File: config.mk
export PLATFORM = sky130hd
export DESIGN_NAME = alu_exec_unit
export DESIGN_NICKNAME = d
export VERILOG_FILES = /design/src/rtl/alu_pkg.sv /design/src/rtl/alu_core.sv /design/src/rtl/alu_exec_unit.sv
export SDC_FILE = /design/constraint.sdc
export NUM_CORES = 1
export LEC_CHECK = 0
export ABC_CLOCK_PERIOD_IN_PS = 1900
export BUFFER_PORTS_ARGS = -buffer_cell sky130_fd_sc_hd__buf_2
export CELL_PAD_IN_SITES_DETAIL_PLACEMENT = 1
export CELL_PAD_IN_SITES_GLOBAL_PLACEMENT = 1
export CORE_UTILIZATION = 43
export CTS_CLUSTER_DIAMETER = 80
export DETAILED_ROUTE_END_ITERATION = 10
export PLACE_DENSITY = 0.93
export RECOVER_POWER = 50
export SYNTH_ARGS = -nofsm -noshare
export SYNTH_HDL_FRONTEND = slang
export SYNTH_HIERARCHICAL = 1
export SYNTH_SLANG_ARGS = --single-unit
File: constraint.sdc
create_clock -name clk_i -period 1.9 [get_ports clk_i]
set_input_delay 0.19 -clock clk_i [delete_from_list [all_inputs] [get_ports clk_i]]
set_output_delay 0.19 -clock clk_i [all_outputs]
set_load 0.01 [all_outputs]
File: src/rtl/alu_pkg.sv
// Shared definitions for the execute-stage ALU: operation codes, FSM states and
// the default lui shift amount.
package alu_pkg;

  localparam logic [3:0] ALU_AND = 4'b0000;
  localparam logic [3:0] ALU_OR  = 4'b0001;
  localparam logic [3:0] ALU_ADD = 4'b0010;
  localparam logic [3:0] ALU_SUB = 4'b0110;
  localparam logic [3:0] ALU_SLT = 4'b0111;

  localparam int unsigned LUI_SHAMT_DEFAULT = 16;

  typedef enum logic [1:0] {
    StIdle  = 2'b00,
    StShift = 2'b01,
    StDone  = 2'b10
  } alu_state_e;

endpackage

File: src/rtl/alu_core.sv
// Single-cycle combinational ALU: and/or/add/sub/slt with signed overflow for
// add and sub.
module alu_core
  import alu_pkg::*;
#(
  parameter int unsigned WIDTH = 32
) (
  input  logic [WIDTH-1:0] a_i,
  input  logic [WIDTH-1:0] b_i,
  input  logic [3:0]       alu_ctrl_i,
  output logic [WIDTH-1:0] result_o,
  output logic             overflow_o
);

  logic [WIDTH-1:0] sum;
  logic [WIDTH-1:0] diff;
  logic             sum_ovf;
  logic             diff_ovf;

  assign sum  = a_i + b_i;
  assign diff = a_i - b_i;

  assign sum_ovf  = (a_i[WIDTH-1] == b_i[WIDTH-1]) && (sum[WIDTH-1] != a_i[WIDTH-1]);
  assign diff_ovf = (a_i[WIDTH-1] != b_i[WIDTH-1]) && (diff[WIDTH-1] != a_i[WIDTH-1]);

  always_comb begin
    result_o   = '0;
    overflow_o = 1'b0;
    case (alu_ctrl_i)
      ALU_AND: result_o = a_i & b_i;
      ALU_OR:  result_o = a_i | b_i;
      ALU_ADD: begin
        result_o   = sum;
        overflow_o = sum_ovf;
      end
      ALU_SUB: begin
        result_o   = diff;
        overflow_o = diff_ovf;
      end
      // True signed compare; the sign of diff is wrong when diff overflows.
      ALU_SLT: result_o = {{(WIDTH-1){1'b0}}, ($signed(a_i) < $signed(b_i))};
      default: result_o = '0;
    endcase
  end

endmodule

File: src/rtl/alu_exec_unit.sv
// Execute-stage unit: one-cycle ALU ops and bit-serial shifts (sra/srav/lui)
// behind valid/ready handshakes on both sides.
module alu_exec_unit
  import alu_pkg::*;
#(
  parameter int unsigned WIDTH     = 32,
  parameter int unsigned LUI_SHAMT = LUI_SHAMT_DEFAULT
) (
  input  logic             clk_i,
  input  logic             rst_i,
  input  logic             valid_i,
  output logic             ready_o,
  input  logic [WIDTH-1:0] src1_i,
  input  logic [WIDTH-1:0] src2_i,
  input  logic [4:0]       shamt_i,
  input  logic [3:0]       alu_ctrl_i,
  input  logic             result_sel_i,
  input  logic             left_right_i,
  input  logic             shift_src_i,
  output logic [WIDTH-1:0] result_o,
  output logic             zero_o,
  output logic             overflow_o,
  output logic             valid_o,
  input  logic             ready_i
);

  localparam logic [4:0] LuiAmt = 5'(LUI_SHAMT);

  alu_state_e       state_q, state_d;
  logic [WIDTH-1:0] result_q, result_d;
  logic             zero_q, zero_d;
  logic             ovf_q, ovf_d;
  logic [4:0]       cnt_q, cnt_d;
  logic             dir_q, dir_d;

  logic [WIDTH-1:0] alu_res;
  logic             alu_ovf;
  logic [WIDTH-1:0] shifted;
  logic [4:0]       shift_amt;

  alu_core #(
    .WIDTH(WIDTH)
  ) u_alu_core (
    .a_i       (src1_i),
    .b_i       (src2_i),
    .alu_ctrl_i(alu_ctrl_i),
    .result_o  (alu_res),
    .overflow_o(alu_ovf)
  );

  // result_q doubles as the shift working register while in StShift.
  assign shifted = dir_q ? {result_q[WIDTH-1], result_q[WIDTH-1:1]}
                         : {result_q[WIDTH-2:0], 1'b0};

  assign shift_amt = shift_src_i  ? src1_i[4:0] :
                     left_right_i ? shamt_i     : LuiAmt;

  assign ready_o    = (state_q == StIdle);
  assign valid_o    = (state_q == StDone);
  assign result_o   = result_q;
  assign zero_o     = zero_q;
  assign overflow_o = ovf_q;

  always_comb begin
    state_d  = state_q;
    result_d = result_q;
    zero_d   = zero_q;
    ovf_d    = ovf_q;
    cnt_d    = cnt_q;
    dir_d    = dir_q;
    case (state_q)
      StIdle: begin
        if (valid_i) begin
          if (!result_sel_i) begin
            result_d = alu_res;
            zero_d   = (alu_res == '0);
            ovf_d    = alu_ovf;
            state_d  = StDone;
          end else begin
            result_d = src2_i;
            zero_d   = (src2_i == '0);
            ovf_d    = 1'b0;
            dir_d    = left_right_i;
            cnt_d    = shift_amt;
            state_d  = (shift_amt == 5'd0) ? StDone : StShift;
          end
        end
      end
      StShift: begin
        result_d = shifted;
        cnt_d    = cnt_q - 5'd1;
        if (cnt_q == 5'd1) begin
          zero_d  = (shifted == '0);
          state_d = StDone;
        end
      end
      StDone: begin
        if (ready_i) state_d = StIdle;
      end
      default: state_d = StIdle;
    endcase
  end

  always_ff @(posedge clk_i or negedge rst_i) begin
    if (!rst_i) begin
      state_q  <= StIdle;
      result_q <= '0;
      zero_q   <= 1'b0;
      ovf_q    <= 1'b0;
      cnt_q    <= 5'd0;
      dir_q    <= 1'b0;
    end else begin
      state_q  <= state_d;
      result_q <= result_d;
      zero_q   <= zero_d;
      ovf_q    <= ovf_d;
      cnt_q    <= cnt_d;
      dir_q    <= dir_d;
    end
  end

endmodule

==> results of run 1 <==
==> stage by stage <==
step	cell area, um^2	TNS [ns]
2_1_floorplan	7910	-16.36
3_3_place_gp	11200	-38.07
3_5_place_dp	11200	-48.50
==> kinds of logic after synthesis <==
family	after synthesis	share of synthesized area, %
AND/OR/NAND/NOR	314	20.0
multiplexers	69	9.19
AO/OA/AOI/OAI	316	28.2
XOR/XNOR	27	3.14
flip-flops	42	13.9
buffers and inverters	153	8.10
adder cells (fa/ha/maj)	104	17.5
==> results.rst, run 1 <==
.. list-table::
   :header-rows: 1

   * - Metric
     - Value
   * - Clk sinks
     - 42
   * - Placed Instances
     - 1655
   * - Number of standard cells after synthesis
     - 1025
   * - H-Tree Depth
     - 2
   * - Most common flop cell mapped by yosys
     - sky130_fd_sc_hd__dfrtp_1
   * - CTS Root Buffer Type
     - sky130_fd_sc_hd__clkbuf_16
   * - DPL Wire Length
     - 37700 um
   * - Buffers on Ports
     - 115
   * - Biggest area consumer among synthesized cells
     - sky130_fd_sc_hd__ha_1
   * - Number of warnings printed during yosys synthesis
     - 6
   * - FF+latch count, synth
     - 42
   * - Sequential fraction of the synthesis area
     - 13.9%
   * - Hold buffers post-CTS
     - 1
   * - Count of cell types in the netlist
     - 67
   * - Most numerous cell in the Yosys netlist
     - sky130_fd_sc_hd__nand2_1
   * - Overall die height
     - 134 um
   * - Number of resized instances in the post-cts repair step
     - 292
   * - Number of flops mapped to enable cells by yosys
     - 0
   * - Placement row count
     - 48
   * - Synth Net Count
     - 1209
   * - Result of the run
     - stopped before the end
   * - Number of buffers added by the clock tree synthesis step
     - 5
   * - Cells taking the most area after synthesis
     - sky130_fd_sc_hd__ha_1 17%, sky130_fd_sc_hd__dfrtp_1 14%, sky130_fd_sc_hd__mux2i_1 8.9%, sky130_fd_sc_hd__a21oi_1 5.4%, sky130_fd_sc_hd__nand2_1 5.3%
   * - Chip width
     - 134 um
   * - Tool Error
     - [ERROR DPL-0033] detailed placement checks failed during check placement.
   * - Average size of a mapped cell
     - 7.35 um^2
   * - Stage at which the run stopped
     - clock tree synthesis (4_1_cts)
   * - Yosys top cell area share
     - 16.9%
   * - Commonest cells in the netlist
     - 107 x sky130_fd_sc_hd__nand2_1, 102 x sky130_fd_sc_hd__ha_1, 97 x sky130_fd_sc_hd__inv_1
   * - Number of top-level design ports
     - 116
   * - Initial core utilization
     - 43.7%
   * - Pre-CTS worst setup slack
     - -2.21 ns
   * - GP Congestion
     - 1.03
   * - Async S/R FF share, synth
     - 100%
   * - Netlist area before placement
     - 7540 um^2
   * - Maximum number of buffers from clock root to sink
     - 2
   * - Postcts setup bufs
     - 47
==> run 2: changes to the inputs <==
Settings changed: CELL_PAD_IN_SITES_DETAIL_PLACEMENT 1 to default, CELL_PAD_IN_SITES_GLOBAL_PLACEMENT 1 to default, CORE_UTILIZATION 43 to 30, CTS_CLUSTER_DIAMETER 80 to default, PLACE_DENSITY 0.93 to default, PLACE_DENSITY_LB_ADDON from default to 0.15.
==> run 2 against run 1 <==
  * The flow now finishes, with violations (setup timing)
  * Area after synthesis did not move
  * Synthesized cell count did not move
==> results.rst, run 2 <==
.. list-table::
   :header-rows: 1

   * - Metric
     - Value
   * - Core Footprint
     - 24500 um^2
   * - Unrepaired setup endpoints after global routing
     - yes
   * - Die footprint
     - 25800 um^2
   * - Slew headroom
     - 39.7%
   * - Number of filler cells placed in the layout
     - 2395
   * - Largest family of logic cells by synthesized area
     - compound AO/OA/AOI/OAI gates
   * - Fraction of power spent switching nets
     - 46.6%
   * - Post-synthesis compound-gate area fraction
     - 28.2%
   * - Multi-input logic area
     - 7340 um^2
   * - Vias per cell
     - 5.41
   * - Clock slew at the register clock pins of the worst setup and hold paths
     - 0.07 ns
   * - Commonest non-fill, non-tap cells in the layout
     - 350 x sky130_fd_sc_hd__buf_4, 103 x sky130_fd_sc_hd__nand2_1, 102 x sky130_fd_sc_hd__buf_2, 77 x sky130_fd_sc_hd__inv_1, 76 x sky130_fd_sc_hd__ha_1
   * - Pleak
     - 0.00597 uW
   * - Net count of the finished layout
     - 1651
   * - Routed len/inst
     - 19.5 um
   * - Buffers on Ports
     - 115
   * - Simple logic cell fraction of the synthesized area
     - 20.0%
   * - Antenna violations before repair
     - 0
   * - Most common flop cell mapped by yosys
     - sky130_fd_sc_hd__dfrtp_1
   * - Critical-path cell with the highest stage delay
     - sky130_fd_sc_hd__or3_4
   * - Int Power
     - 4920 uW
   * - Fraction of power consumed by sequential logic
     - 21.2%
   * - Number of buffers added by the clock tree synthesis step
     - 5
   * - Sequential fraction of the synthesis area
     - 13.9%
   * - Via total after detailed routing
     - 9703
   * - Number of warnings printed during yosys synthesis
     - 6
   * - Number of routed nets with antenna violations
     - 0
   * - Slew at the pin with the worst max-slew slack
     - 0.905 ns
   * - Slowest cell delay on critical path
     - 0.39 ns
   * - Number of standard cells after synthesis
     - 1025
   * - Total of max-cap violations
     - 0
   * - Share of synthesized cell area in full adder, half adder and majority cells
     - 17.5%
   * - Commonest cells in the netlist
     - 107 x sky130_fd_sc_hd__nand2_1, 102 x sky130_fd_sc_hd__ha_1, 97 x sky130_fd_sc_hd__inv_1
   * - Multiplexer fraction of the synthesized cell area
     - 9.20%
   * - Average size of a mapped cell
     - 7.35 um^2
   * - Overall overflow remaining after global route
     - 0
   * - FF+latch count, synth
     - 42
   * - Fmax
     - 304 MHz
   * - Total power draw
     - 9220 uW
   * - Synth-to-layout area growth
     - 72.7%
   * - Hold crit path type
     - in2async
   * - Final setup violation count
     - 32
   * - GP Congestion
     - 0.974
   * - Clk sinks
     - 42
   * - Crit end category
     - flop
   * - Total placed instance area
     - 11300 um^2
   * - Hold Violations, Final
     - 0
   * - Chip width
     - 161 um
   * - Category of the critical setup timing path
     - in2reg
   * - Overall die height
     - 161 um
   * - Crit path max fanout
     - 3
   * - Combined flip-flop and latch cell area
     - 1050 um^2
   * - First-pass detailed-route iteration total
     - 5
   * - Arrival time reported for the critical path endpoint
     - 3.50 ns
   * - Yosys top cell area share
     - 16.9%
   * - Areal power density over the cells
     - 708 nW/um^2
   * - Parity-gate share of the synthesized area counting xor and xnor cells
     - 3.14%
   * - H-Tree Depth
     - 2
   * - Setup crit start kind
     - input port
   * - Number of top-level design ports
     - 116
   * - Crit share post-route
     - 173%
   * - GRT Total Usage
     - 26.7%
   * - Number of flops mapped to enable cells by yosys
     - 0
   * - Async S/R FF share, synth
     - 100%
   * - Biggest area consumer among synthesized cells
     - sky130_fd_sc_hd__ha_1
   * - Drt first-iter violations
     - 529
   * - Net switching power
     - 4300 uW
   * - Pre-CTS worst setup slack
     - -2.22 ns
   * - Count of cell types in the netlist
     - 67
   * - Final wirelength
     - 34900 um
   * - CTS Root Buffer Type
     - sky130_fd_sc_hd__clkbuf_16
   * - Initial core utilization
     - 30.8%
   * - VDD IR max
     - 523 uV
   * - Final Skew
     - 0.00891 ns
   * - Final worst path period need
     - 3.29 ns
   * - DRC viols
     - 0
   * - Failing checks
     - setup timing
   * - Worst-Skew Late Latency
     - 0.30 ns
   * - Most frequent standard cell in the layout excluding fill and tap cells
     - sky130_fd_sc_hd__buf_4
   * - Most numerous cell in the Yosys netlist
     - sky130_fd_sc_hd__nand2_1
   * - Flip-flop count of the largest register after layout
     - 32
   * - Antenna Diode Count
     - 0
   * - Largest net degree at the start of global routing
     - 35
   * - Cells taking the most area after synthesis
     - sky130_fd_sc_hd__ha_1 17%, sky130_fd_sc_hd__dfrtp_1 14%, sky130_fd_sc_hd__mux2i_1 8.9%, sky130_fd_sc_hd__a21oi_1 5.4%, sky130_fd_sc_hd__nand2_1 5.3%
   * - Combinational group share of total power
     - 67.9%
   * - Maximum number of buffers from clock root to sink
     - 2
   * - Synth Net Count
     - 1209
   * - Placement row count
     - 57
   * - Total non-filler cell area in the finished layout
     - 13000 um^2
   * - Netlist area before placement
     - 7540 um^2
   * - Worst path setup slack after routing
     - -1.39 ns
   * - TritonCTS clock tree
     - built
   * - Fraction of final layout cells sized beyond drive strength 1
     - 49.7%
   * - Clock network fraction of total power
     - 10.9%
   * - Cell breakdown of the critical path
     - buf_12, inv_12, ha_4, fa_2, o21bai_1, nand3b_1, a31oi_4, nor2_4, buf_6, or3_4, a311oi_2, a21oi_2, xnor2_1, o221ai_2, nor4_1, nand4_1, nor3_2, a21oi_1, o211ai_1
   * - Final max-slew violation count
     - 0
   * - Global-route wire length before repair
     - 54100 um
   * - Via count of the first global-routing pass
     - 9566
   * - Result of the run
     - finished, violations left
   * - Critical path required time
     - 2.11 ns
   * - DPL Wire Length
     - 28300 um
[run 2: cell counts after synthesis]
No cell type changed its count.
[run 2: worst paths after layout]
| path | cells after the start | slack (ns) | to | from |
|---|---|---|---|---|
| max in group asynchronous | 2 | 1.16 | result_o[25] | rst_i |
| max | 19 | -1.39 | zero_o | src1_i[0] |
| min | 1 | 0.01 | result_o[30] | rst_i |
| min reg2reg | 2 | 0.48 | overflow_o | overflow_o |
| min in group clk_i | 2 | 0.16 | dir_q | left_right_i |
| max reg2reg | 5 | 0.11 | zero_o | dir_q |
[run 2: critical path, delay by kind of cell]
kind            cells  cell delay, ns
fa+ha+maj           2            0.51
simple gates        6            1.25
buf+inv             3            0.26
compound gates      7            1.10
xor+xnor            1            0.20
[run 2: cell families (layout without fill, tap and decap cells)]
family                     after synthesis  in the layout
AOI/OAI and AO/OA                      316            316
and+or+nand+nor                        314            314
buffers and inverters                  153            596
adders and majority gates              104            104
muxes                                   69             69
DFF                                     42             42
xor gates and xnor gates                27             27
[run 2: per-stage QoR]
step | TNS (ns) | std cells | utilization (%) | hold WS [ns]
floorplan | -16.36 | 1025 | - | -0.106
global placement | -43.29 | 1762 | 46.4 | 0.326
detailed placement | -43.66 | 1762 | 46.4 | 0.325
CTS | -27.16 | 1785 | 50.6 | 0.0124
global route | -30.62 | 1792 | 53.2 | 0.0844
finish | -26.67 | 1792 | 53.2 | 0.0129
[run 2: power by group through the flow]
stage | Clock [uW] | Sequential, uW | Combinational (uW)
floorplan | 0 | 1920 | 3040
global placement | 0 | 1960 | 5540
detailed placement | 0 | 1960 | 5560
CTS | 1020 | 1940 | 5940
global route | 1060 | 2010 | 6790
finish | 1010 | 1950 | 6260
[run 2: routing by layer]
metal / track usage, % / routed length, um / up-vias
met3: 2.22 / 1490 / 73
met1: 34.6 / 15100 / 4669
li1: - / - / 4656
met4: 8.87 / 1170 / 0
met2: 46.4 / 17200 / 305
met5: 0 / 0 / -
[run 2: area by class of cell]
type	instances	share of cell area [%]
multi-input combinational	830	56.4
inverter	97	3.17
clock inverter	3	0.336
clock buffer	5	0.961
sequential	42	8.08
timing repair buffer	491	27.9
tap	324	3.11
[run 2: repair_timing]
item / 4_1_cts / 5_1_grt
gates resized for setup: 170 / 118
buffers inserted: 22 / 22
endpoints found under the setup margin: 34 / 33
hold buffers: 0 / 0
pin swaps: 97 / 95
Power figures use the tool's default switching activity.
